File: src/rtl/local_flit_assembler.sv
// Purpose : rebuild PACKET_W-bit spike packets from serial FLIT_W-bit router flits and queue them.
// Latency : packet_valid rises the cycle after the last flit is accepted into an empty queue.
// Backpress: full (queue holds DEPTH packets) stops flit acceptance; packet_ready pops the head.
//
// Ports:
//   clk, rst_n                  core clock, asynchronous active-low reset
//   flit_in, flit_valid         flit from the router local output
//   full                        back to the router; flit refused while high
//   packet_out, packet_valid    queue head and non-empty flag
//   packet_ready                consumer takes the head when high with packet_valid
//   frag_err                    one-cycle pulse when a stalled partial packet is dropped
//   pkt_count                   complete packets received, wrapping 16-bit counter

// Generic packet queue used by the assembler.
// Purpose : DEPTH-entry FIFO, head visible combinationally from storage.
// Latency : a push is visible at the head the following cycle; no push/pop bypass.
module flit_fifo #(
    parameter int W     = 32,
    parameter int DEPTH = 4,
    localparam int CW   = $clog2(DEPTH + 1)
) (
    input  logic          clk,
    input  logic          rst_n,
    input  logic          push,
    input  logic [W-1:0]  push_dat,
    input  logic          pop,
    output logic [W-1:0]  head_dat,
    output logic [CW-1:0] cnt
);
    localparam int PW = (DEPTH > 1) ? $clog2(DEPTH) : 1;

    logic [W-1:0]  mem [DEPTH];
    logic [PW-1:0] wr_ptr;
    logic [PW-1:0] rd_ptr;

    // Pointers wrap modulo DEPTH, which need not be a power of two.
    function automatic logic [PW-1:0] ptr_inc(input logic [PW-1:0] p);
        return (p == PW'(DEPTH - 1)) ? '0 : p + PW'(1);
    endfunction

    always_ff @(posedge clk or negedge rst_n) begin
        if (!rst_n) begin
            wr_ptr <= '0;
            rd_ptr <= '0;
            cnt    <= '0;
            for (int i = 0; i < DEPTH; i++) begin
                mem[i] <= '0;
            end
        end else begin
            if (push) begin
                mem[wr_ptr] <= push_dat;
                wr_ptr      <= ptr_inc(wr_ptr);
            end
            if (pop) begin
                rd_ptr <= ptr_inc(rd_ptr);
            end
            case ({push, pop})
                2'b10:   cnt <= cnt + CW'(1);
                2'b01:   cnt <= cnt - CW'(1);
                default: cnt <= cnt;
            endcase
        end
    end

    assign head_dat = mem[rd_ptr];
endmodule

module local_flit_assembler #(
    parameter int PACKET_W = 32,
    parameter int FLIT_W   = 4,
    parameter int DEPTH    = 4,
    parameter int TIMEOUT  = 64
) (
    input  logic                clk,
    input  logic                rst_n,
    input  logic [FLIT_W-1:0]   flit_in,
    input  logic                flit_valid,
    output logic                full,
    output logic [PACKET_W-1:0] packet_out,
    output logic                packet_valid,
    input  logic                packet_ready,
    output logic                frag_err,
    output logic [15:0]         pkt_count
);
    // A packet is at least two flits, so the shift register slice below is never empty.
    localparam int NF = PACKET_W / FLIT_W;
    localparam int NW = $clog2(NF);
    localparam int IW = $clog2(TIMEOUT + 1);
    localparam int CW = $clog2(DEPTH + 1);

    typedef enum logic {IDLE, ASSEMBLE} state_t;

    state_t              state_q, state_d;
    logic [NW-1:0]       nib_q, nib_d;
    logic [IW-1:0]       idle_q, idle_d;
    logic [PACKET_W-1:0] asm_q, asm_d;
    logic                frag_q, frag_d;
    logic [15:0]         cnt_q, cnt_d;
    logic                accept, push, pop;
    logic [CW-1:0]       fifo_cnt;
    logic [PACKET_W-1:0] push_dat;

    // full comes straight from the count register: a pop this cycle does not free a slot until next cycle.
    assign full         = (fifo_cnt == CW'(DEPTH));
    assign packet_valid = (fifo_cnt != '0);
    assign accept       = flit_valid && !full;
    assign pop          = packet_valid && packet_ready;
    // First flit is the most significant; the last flit is appended on the way into the queue.
    assign push_dat     = {asm_q[PACKET_W-FLIT_W-1:0], flit_in};

    always_comb begin
        state_d = state_q;
        nib_d   = nib_q;
        idle_d  = idle_q;
        asm_d   = asm_q;
        frag_d  = 1'b0;
        cnt_d   = cnt_q;
        push    = 1'b0;
        if (accept) begin
            asm_d = push_dat;
        end
        case (state_q)
            IDLE: begin
                if (accept) begin
                    state_d = ASSEMBLE;
                    nib_d   = NW'(1);
                    idle_d  = '0;
                end
            end
            ASSEMBLE: begin
                if (accept) begin
                    // A flit arriving in the timeout cycle wins over the discard.
                    idle_d = '0;
                    if (nib_q == NW'(NF - 1)) begin
                        push    = 1'b1;
                        cnt_d   = cnt_q + 16'd1;
                        state_d = IDLE;
                        nib_d   = '0;
                    end else begin
                        nib_d = nib_q + NW'(1);
                    end
                end else if (idle_q == IW'(TIMEOUT - 1)) begin
                    frag_d  = 1'b1;
                    state_d = IDLE;
                    nib_d   = '0;
                    idle_d  = '0;
                    asm_d   = '0;
                end else begin
                    idle_d = idle_q + IW'(1);
                end
            end
            default: state_d = IDLE;
        endcase
    end

    always_ff @(posedge clk or negedge rst_n) begin
        if (!rst_n) begin
            state_q <= IDLE;
            nib_q   <= '0;
            idle_q  <= '0;
            asm_q   <= '0;
            frag_q  <= 1'b0;
            cnt_q   <= '0;
        end else begin
            state_q <= state_d;
            nib_q   <= nib_d;
            idle_q  <= idle_d;
            asm_q   <= asm_d;
            frag_q  <= frag_d;
            cnt_q   <= cnt_d;
        end
    end

    assign frag_err  = frag_q;
    assign pkt_count = cnt_q;

    flit_fifo #(.W(PACKET_W), .DEPTH(DEPTH)) u_fifo (
        .clk      (clk),
        .rst_n    (rst_n),
        .push     (push),
        .push_dat (push_dat),
        .pop      (pop),
        .head_dat (packet_out),
        .cnt      (fifo_cnt)
    );

    // Acceptance is gated by full, so a push into a full queue means the gating is broken.
    a_no_overflow: assert property (@(posedge clk) disable iff (!rst_n) !(push && full));
endmodule

File: config.mk
export PLATFORM = sky130hd
export DESIGN_NAME = local_flit_assembler
export DESIGN_NICKNAME = d
export VERILOG_FILES = /design/src/rtl/local_flit_assembler.sv
export SDC_FILE = /design/constraint.sdc
export NUM_CORES = 1
export LEC_CHECK = 0
export CORE_UTILIZATION = 50
export DETAILED_ROUTE_END_ITERATION = 6
export GPL_TIMING_DRIVEN = 0
export PLACE_DENSITY = 0.71
export SETUP_SLACK_MARGIN = 0.2
export SLEW_MARGIN = 20
export SYNTH_ARGS = -nofsm -noshare
export SYNTH_HDL_FRONTEND = slang
export SYNTH_SLANG_ARGS = --single-unit
File: constraint.sdc
create_clock -name clk -period 2.9 [get_ports clk]
set_clock_uncertainty 0.05 [all_clocks]
set_input_delay 0.29 -clock clk [delete_from_list [all_inputs] [get_ports clk]]
set_output_delay 0.29 -clock clk [all_outputs]
set_load 0.05 [all_outputs]
==> results of run 1 <==
[how the worst max path moves through the flow]
stage | from | end | slack, ns
global route | u_fifo.rd_ptr[1] | packet_out[27] | 0.19
floorplan | u_fifo.cnt[0] | u_fifo.cnt[2] | 0.40
CTS | u_fifo.rd_ptr[0] | packet_out[27] | 0.08
finish | u_fifo.rd_ptr[1] | packet_out[27] | 0.30
global placement | rst_n | u_fifo.mem[102] | -5.95
detailed placement | u_fifo.rd_ptr[1] | packet_out[5] | 0.14
[per-layer routing]
metal  global-route usage  share of wire  up-vias
met5                    0              0        -
met2                0.338           0.49       91
met4               0.0471         0.0071        0
met3               0.0525          0.042       12
li1                     -              -     2261
met1                0.295           0.46     2645
[final cells by class]
| cell class | count | area share |
|---|---|---|
| repair buffers | 61 | 0.0631 |
| plain buffers | 32 | 0.0245 |
| multi-input cells | 359 | 0.337 |
| flip-flops and latches | 191 | 0.485 |
| well taps | 216 | 0.0274 |
| clock inverters | 12 | 0.0141 |
| clock buffers | 19 | 0.0460 |
| inverters | 8 | 0.00305 |
[power by group through the flow]
stage	logic [µW]	registers, µW	clock network [µW]
global placement	3010	4070	0
floorplan	2260	3970	0
detailed placement	3120	4150	0
global route	3260	4220	2490
finish	3010	4100	2320
CTS	3040	4100	2370
[registers in the layout (all words and copies together), names as in the netlist]
register and count:
state_q 1, frag_err 1, u_fifo.wr_ptr 2, asm_q 28, u_fifo.cnt 3, u_fifo.rd_ptr 2
idle_q 7, nib_q 3, u_fifo.mem 128, pkt_count 16
[timing repair]
item                                    4_1_cts  5_1_grt
hold buffers                                  1        0
hold endpoints to repair                     60        0
resized for setup                            36        9
pin swaps                                     0        0
endpoints found under the setup margin       29       19
[worst max-delay path, stage by stage (launching register included)]
cell,delay (ns)
dfrtp_1,0.36
clkbuf_1,0.27
clkbuf_2,0.36
mux4_2,0.40
dlygate4sd2_1,0.44
[through the flow]
step | std cells | utilization | power, µW | hold WS (ns)
final | 898 | 0.612 | 9430 | 0.319
after global routing | 898 | 0.612 | 9970 | 0.351
after CTS | 898 | 0.611 | 9510 | 0.337
after detailed placement | 866 | 0.575 | 7270 | 0.200
after global placement | 864 | 0.571 | 7080 | 0.416
after floorplan | 590 | - | 6230 | -0.0556
[placed cells by master (no fill, tap or decap), types with 4 or more instances in the layout]
cell type / count
clkinvlp_4: 7
nor2_1: 8
ha_1: 10
dlygate4sd2_1: 29
clkbuf_1: 7
o21ai_0: 34
nor3_1: 5
and3_1: 4
mux2_2: 100
buf_6: 13
nand3_1: 11
clkbuf_16: 17
buf_2: 6
nand4_1: 8
mux4_2: 32
xor2_1: 7
inv_1: 7
nand2_1: 73
mux2_1: 29
clkdlybuf4s50_1: 25
dfrtp_1: 191
xnor2_1: 13
[kinds of logic after synthesis]
logic type	synth area share
and+or+nand+nor	0.0719
DFF	0.573
adders and majority gates	0.0174
xor gates and xnor gates	0.0210
buffers and inverters	0.0295
muxes	0.263
AOI/OAI and AO/OA	0.0249
==> run_results.csv, run 1 <==
group,metric,value,unit
die,start_util,0.518,
yosys,synth_common_cells,"191 x dfrtp_1, 100 x mux2_2, 73 x nand2_1",
yosys,synthCells,590,
clock_network,post-cts-setup-buffers,0,
timing,setup_slack,0.298,ns
timing,fin_crit_sh,0.897,
grt,grt_pass1_vias,5311,
cells_and_area,multi_input_area,3320,µm²
yosys,synth.most_common_cell,"dfrtp_1",
drt,wire_per_inst,18.7,µm
clock_network,ctsRootBufferMaster,"clkbuf_16",
worst_setup_path,timing.rr.end,"u_fifo.cnt[2]",
cells_and_area,regArea,4780,µm²
timing,rsz0062_at_grt,"true",
die,num_rows,46,
worst_setup_path,arrival,2.26,ns
timing,maxSlewViolCount,0,
cells_and_area,final_nets,689,
worst_setup_path,r2r_setup_slack,0.40,ns
yosys,synth_edf_count,0,
clock_network,clk_latency,0.43,ns
yosys,yosys_warnings,0,
yosys,syn_nets,609,
cells_and_area,drive_above_1_share,0.290,
drt,drt-pass1-iter-count,4,
clock_network,clock-sinks,191,
grt,overflow,0,
timing,worst_slew_pin_slew,0.705,ns
timing,relSlewSlack,0.527,
die,die_h,131,µm
die,core_area,16100,µm²
worst_setup_path,crit_fanout,10,
place,hpwl,11300,µm
worst_setup_path,critPathCaptureType,"primary output",
worst_setup_path,timing.rr.start,"nib_q[0]",
worst_setup_path,required,2.56,ns
timing,max_freq,384,MHz
drt,wl,16800,µm
timing,final-setup-viol-count,0,
power_and_ir_drop,swShare,0.354,
power_and_ir_drop,ir_drop,0.543,mV
flow_run,cap_viol_max_count,0,
clock_network,htree_levels,4,
yosys,synth_area,8350,µm²
drt,routed_via_density,5.58,
place,dp_slack,0.140,ns
yosys,yosysTopAreaCellShare,0.573,
drt,post-route-drc-count,0,
power_and_ir_drop,power.share.clock,0.247,
yosys,yosys-top-cells-area,"dfrtp_1 57%, mux2_2 13%, mux4_2 8.6%",
power_and_ir_drop,powerDensity,957,nW/µm²
power_and_ir_drop,seq_power_share,0.435,
power_and_ir_drop,p_int,6090,µW
clock_network,cts_buffer_depth,2,
drt,ant_nets,0,
place,routabilityCongestion,0.761,
place,io_buffers,58,
worst_setup_path,worstSetupPathType,"reg -> out",
min_path,hold_path_class,"in -> async",
die,die_w,131,µm
cells_and_area,diodes,0,
yosys,ys_ff_latch,191,
timing,hold_viol,0,
drt,vias,5009,
yosys,seq_area_frac_synth,0.573,
die,die-area,17200,µm²
grt,antenna_found_initial,0,
place,post_dp_cell_area,9260,µm²
clock_network,cts_made_buffers,17,
power_and_ir_drop,combPwrFrac,0.319,
die,io_pins,59,
power_and_ir_drop,p_leak,0.00490,µW
clock_network,clk_pin_slew,0.07,ns
yosys,synth-main-ff-cell,"dfrtp_1",
power_and_ir_drop,netSwitchingPower,3340,µW
yosys,async_flop_share,1.00,
yosys,synth_cell_types,37,
yosys,avgSynthCellArea,14.1,µm²
timing,period_minus_slack,2.60,ns
grt,grt_pass1_wl,28400,µm
drt,first_iter_violations,271,
worst_setup_path,start_kind,"flip-flop",
cells_and_area,design_area,9860,µm²
grt,track_usage,0.212,
timing,fin_tns_setup,0,ns
cells_and_area,fillers,1250,
run_status,outcome,"finished clean",
grt,grt_max_degree,74,
cells_and_area,area_growth,18.1,%
worst_setup_path,rr_worst_depth,12,
yosys,synth_top_area_cell,"dfrtp_1",
clock_network,cts_tree,"built",
No activity file was read; power rests on OpenSTA's default activity.
==> run 2, diff against run 1 <==
- CAP_MARGIN: unset -> 20
- CORE_UTILIZATION: 50 -> 59
- PLACE_DENSITY: 0.71 -> 0.81
==> run_results.csv, run 2 (synthesis gave the netlist of run 1 again) <==
group,metric,value,unit
die,core_area,13800,µm²
worst_setup_path,arrival,2.30,ns
clock_network,cts_buffer_depth,2,
cells_and_area,fillers,912,
place,routabilityCongestion,0.747,
worst_setup_path,cp_slowest_stage_delay,0.44,ns
grt,grt_pass1_vias,5434,
clock_network,clk_pin_slew,0.07,ns
timing,fin_crit_sh,0.909,
worst_setup_path,worstSetupPathType,"reg -> out",
timing,period_minus_slack,2.64,ns
worst_setup_path,slowest_stage,"dlygate4sd2_1",
die,die-area,14600,µm²
timing,maxSlewViolCount,0,
worst_setup_path,crit_fanout,10,
cells_and_area,multi_input_area,3320,µm²
timing,rsz0062_at_grt,"false",
clock_network,clock-sinks,191,
cells_and_area,drive_above_1_share,0.296,
worst_setup_path,rr_worst_depth,12,
grt,grt_max_degree,108,
timing,worst_slew_pin_slew,0.699,ns
cells_and_area,diodes,0,
clock_network,cts_tree,"built",
timing,max_freq,379,MHz
timing,whs,0.384,ns
worst_setup_path,timing.rr.end,"u_fifo.cnt[2]",
place,dp_slack,0.197,ns
drt,post-route-drc-count,0,
clock_network,cts_made_buffers,17,
place,io_buffers,58,
timing,setup_slack,0.263,ns
drt,wire_per_inst,19.3,µm
drt,first_iter_violations,304,
cells_and_area,top_register,"u_fifo.mem",
timing,relSlewSlack,0.530,
die,io_pins,59,
cells_and_area,final_nets,688,
power_and_ir_drop,ir_drop,0.603,mV
drt,ant_nets,0,
worst_setup_path,critPathCaptureType,"primary output",
die,die_h,121,µm
cells_and_area,final_common_cell,"dfrtp_1",
cells_and_area,largest_reg_flops,128,
worst_setup_path,r2r_setup_slack,0.38,ns
power_and_ir_drop,p_leak,0.00489,µW
drt,vias,5060,
worst_setup_path,required,2.56,ns
grt,track_usage,0.252,
worst_setup_path,start_kind,"flip-flop",
clock_network,clk_latency,0.44,ns
timing,fin_tns_setup,0,ns
grt,grt_pass1_wl,27600,µm
grt,antenna_found_initial,0,
die,start_util,0.604,
drt,routed_via_density,5.87,
cells_and_area,regArea,4780,µm²
clock_network,htree_levels,4,
timing,final-setup-viol-count,0,
run_status,outcome,"finished clean",
grt,overflow,0,
power_and_ir_drop,powerDensity,969,nW/µm²
timing,hold_viol,0,
cells_and_area,final_cell_mix,"191 x dfrtp_1, 100 x mux2_2, 73 x nand2_1",
die,die_w,121,µm
flow_run,cap_viol_max_count,0,
clock_network,post-cts-setup-buffers,0,
min_path,hold_path_class,"in -> async",
cells_and_area,area_growth,17.1,%
clock_network,ctsRootBufferMaster,"clkbuf_16",
die,num_rows,43,
place,hpwl,11000,µm
drt,wl,16700,µm
drt,drt-pass1-iter-count,4,
worst_setup_path,crit_path_cell_trace,"clkbuf_1 > clkbuf_2 > mux4_2 > dlygate4sd2_1",
worst_setup_path,timing.rr.start,"nib_q[0]",
run 2: worst max path at each step:
stage / start / endpoint / slack [ns] / depth (start not counted)
detailed placement: u_fifo.rd_ptr[1] / packet_out[5] / 0.20 / 4
global route: u_fifo.rd_ptr[1] / packet_out[5] / 0.20 / 4
global placement: rst_n / u_fifo.mem[122] / -5.77 / 1
floorplan: u_fifo.cnt[0] / u_fifo.cnt[2] / 0.40 / 10
finish: u_fifo.rd_ptr[1] / packet_out[5] / 0.26 / 4
CTS: u_fifo.rd_ptr[0] / packet_out[5] / 0.21 / 4
run 2: area by class of cell:
class,instances,area share
buffer,32,0.0247
clock buffer,21,0.0481
clock inverter,11,0.0133
inverter,8,0.00333
multi-input combinational,359,0.340
sequential,191,0.489
tap,180,0.0230
timing repair buffer,60,0.0589
run 2: routing by layer:
metal,up-vias,global-route usage,share of wire
li1,2279,-,-
met1,2651,0.335,0.43
met2,106,0.409,0.52
met3,24,0.0493,0.038
met4,0,0.107,0.015
met5,-,0,0
run 2: per-stage QoR:
stage,util,instances,power (µW),cell area (µm²)
6_report,0.707,862,9470,9780
2_1_floorplan,-,590,6230,8350
4_1_cts,0.707,862,9520,9770
5_1_grt,0.707,862,9960,9780
3_5_place_dp,0.664,829,7260,9190
3_3_place_gp,0.662,828,7050,9150
run 2: what timing repair did:
item / CTS / global route
pin swaps: 0 / 1
resized for setup: 35 / 18
setup endpoints to repair: 29 / 32
hold buffers: 1 / 0
hold endpoints to repair: 84 / 0
run 2: critical path, delay by kind of cell (launching register included):
family	cells	cell delay, ns
flip-flops	1	0.35
buffers and inverters	3	1.12
multiplexers	1	0.39
run 2: power by group:
group	internal, µW	total [µW]	switching (µW)
sequential	3480	4120	640
clock	1340	2350	1000
combinational	1300	3010	1710
total	6120	9470	3350
==> run 3, diff against run 2 <==
- ABC_CLOCK_PERIOD_IN_PS: unset -> 2200
- CORE_UTILIZATION: 59 -> 53
- PLACE_DENSITY: 0.81 -> 0.76
- clock period: 2.9 -> 2.2 ns (I/O delays scaled with it)
==> run_results.csv, run 3 (synthesis gave the netlist of run 1 again) <==
group,metric,value,unit
die,num_rows,45,
clock_network,cts_tree,"built",
cells_and_area,fillers,927,
grt,antenna_found_initial,0,
die,start_util,0.545,
worst_setup_path,critPathCaptureType,"primary output",
drt,vias,5336,
drt,routed_via_density,5.73,
grt,grt_max_degree,103,
clock_network,clk_latency,0.44,ns
worst_setup_path,r2r_setup_slack,0.05,ns
cells_and_area,multi_input_area,3800,µm²
worst_setup_path,crit_path_cell_trace,"buf_12 > clkbuf_16 > mux4_2 > buf_6",
timing,max_freq,459,MHz
worst_setup_path,timing.rr.start,"nib_q[0]",
die,io_pins,59,
cells_and_area,regArea,4780,µm²
clock_network,cts_made_buffers,17,
worst_setup_path,cp_slowest_stage_delay,0.52,ns
worst_setup_path,rr_worst_depth,12,
clock_network,cts_buffer_depth,2,
cells_and_area,final_nets,726,
die,die-area,16300,µm²
drt,wire_per_inst,22.2,µm
clock_network,ctsRootBufferMaster,"clkbuf_16",
worst_setup_path,start_kind,"flip-flop",
cells_and_area,top_register,"u_fifo.mem",
place,io_buffers,58,
timing,fin_tns_setup,0,ns
timing,rsz0062_at_grt,"true",
power_and_ir_drop,ir_drop,0.760,mV
grt,grt_pass1_wl,28900,µm
grt,overflow,0,
drt,post-route-drc-count,0,
timing,final-setup-viol-count,0,
clock_network,clock-sinks,191,
cells_and_area,area_growth,35.0,%
timing,hold_viol,0,
worst_setup_path,worstSetupPathType,"reg -> out",
timing,fin_crit_sh,0.991,
timing,worst_slew_pin_slew,0.767,ns
cells_and_area,final_common_cell,"dfrtp_1",
die,die_w,128,µm
drt,drt-pass1-iter-count,4,
cells_and_area,diodes,0,
drt,first_iter_violations,295,
place,routabilityCongestion,0.769,
worst_setup_path,slowest_stage,"mux4_2",
die,die_h,128,µm
clock_network,htree_levels,4,
worst_setup_path,arrival,1.91,ns
timing,period_minus_slack,2.18,ns
power_and_ir_drop,powerDensity,1270,nW/µm²
cells_and_area,largest_reg_flops,128,
power_and_ir_drop,p_leak,0.00563,µW
drt,ant_nets,0,
timing,maxSlewViolCount,0,
die,core_area,15300,µm²
worst_setup_path,crit_fanout,6,
power_and_ir_drop,power,14300,µW
flow_run,cap_viol_max_count,0,
worst_setup_path,required,1.93,ns
drt,wl,20700,µm
cells_and_area,drive_above_1_share,0.433,
place,hpwl,11000,µm
run_status,outcome,"finished clean",
cells_and_area,final_cell_mix,"190 x dfrtp_1, 98 x mux2_4, 71 x nand2_1",
timing,relSlewSlack,0.489,
grt,grt_pass1_vias,5480,
worst_setup_path,timing.rr.end,"u_fifo.cnt[2]",
clock_network,clk_pin_slew,0.07,ns
grt,track_usage,0.235,
min_path,hold_path_class,"in -> async",
run 3: cell types whose count changed in the layout (fill, tap and decap cells not counted), moves of 4 or more:
cell             delta
clkbuf_16          +15
buf_8              +25
buf_12             +17
clkdlybuf4s50_1     -8
dlygate4sd2_1      -21
mux2_4             +98
mux2_1             -29
nand2_8             +4
buf_4              +13
mux2_2             -69
run 3: final cells by class:
type | count | share of cell area
Clock inverter | 14 | 0.0161
Tap cell | 211 | 0.0234
Sequential cell | 191 | 0.424
Buffer | 32 | 0.0378
Clock buffer | 18 | 0.0390
Inverter | 8 | 0.00333
Multi-Input combinational cell | 359 | 0.337
Timing Repair Buffer | 98 | 0.119
run 3: repair_timing:
item | in CTS | in global routing
hold endpoints to repair | 101 | 0
gates cloned | 1 | 14
endpoints found under the setup margin | 148 | 161
setup buffers | 9 | 14
pin swaps | 5 | 1
hold buffers | 1 | 0
gates resized for setup | 267 | 138
run 3: worst max-delay path, delay by kind of cell (launching register included):
kind,cells,cell delay [ns]
muxes,1,0.52
DFF,1,0.44
buffers and inverters,3,0.52
run 3: through the flow:
stage / hold WS, ns / util / cells / setup WS [ns] / area (µm²)
after floorplan: -0.126 / - / 590 / -0.173 / 8510
after global placement: 0.417 / 0.611 / 859 / -6.46 / 9360
after detailed placement: 0.268 / 0.613 / 860 / -0.453 / 9390
after CTS: 0.411 / 0.673 / 903 / 0.0228 / 10300
after global routing: 0.426 / 0.736 / 931 / -0.0254 / 11300
final: 0.379 / 0.736 / 931 / 0.0202 / 11300
run 3: how the worst max path moves through the flow:
stage | from | to | depth (start not counted)
after floorplan | u_fifo.cnt[0] | u_fifo.cnt[2] | 10
final | u_fifo.rd_ptr[0] | packet_out[13] | 4
after global placement | rst_n | u_fifo.mem[35] | 1
after global routing | u_fifo.rd_ptr[0] | packet_out[28] | 4
after detailed placement | u_fifo.rd_ptr[1] | packet_out[9] | 4
after CTS | u_fifo.rd_ptr[0] | packet_out[9] | 4
run 3: routing by layer:
| metal | vias up | global-route usage | share of wire |
|---|---|---|---|
| met5 | - | 0 | 0 |
| met4 | 0 | 0.0651 | 0.017 |
| met3 | 32 | 0.0511 | 0.032 |
| met2 | 122 | 0.395 | 0.52 |
| met1 | 2845 | 0.308 | 0.43 |
| li1 | 2337 | - | - |
run 3: report_power, final:
group / switching [µW] / total (µW) / internal (µW)
Combinational: 2620 / 5510 / 2890
Clock: 1410 / 3250 / 1840
Sequential: 998 / 5580 / 4580
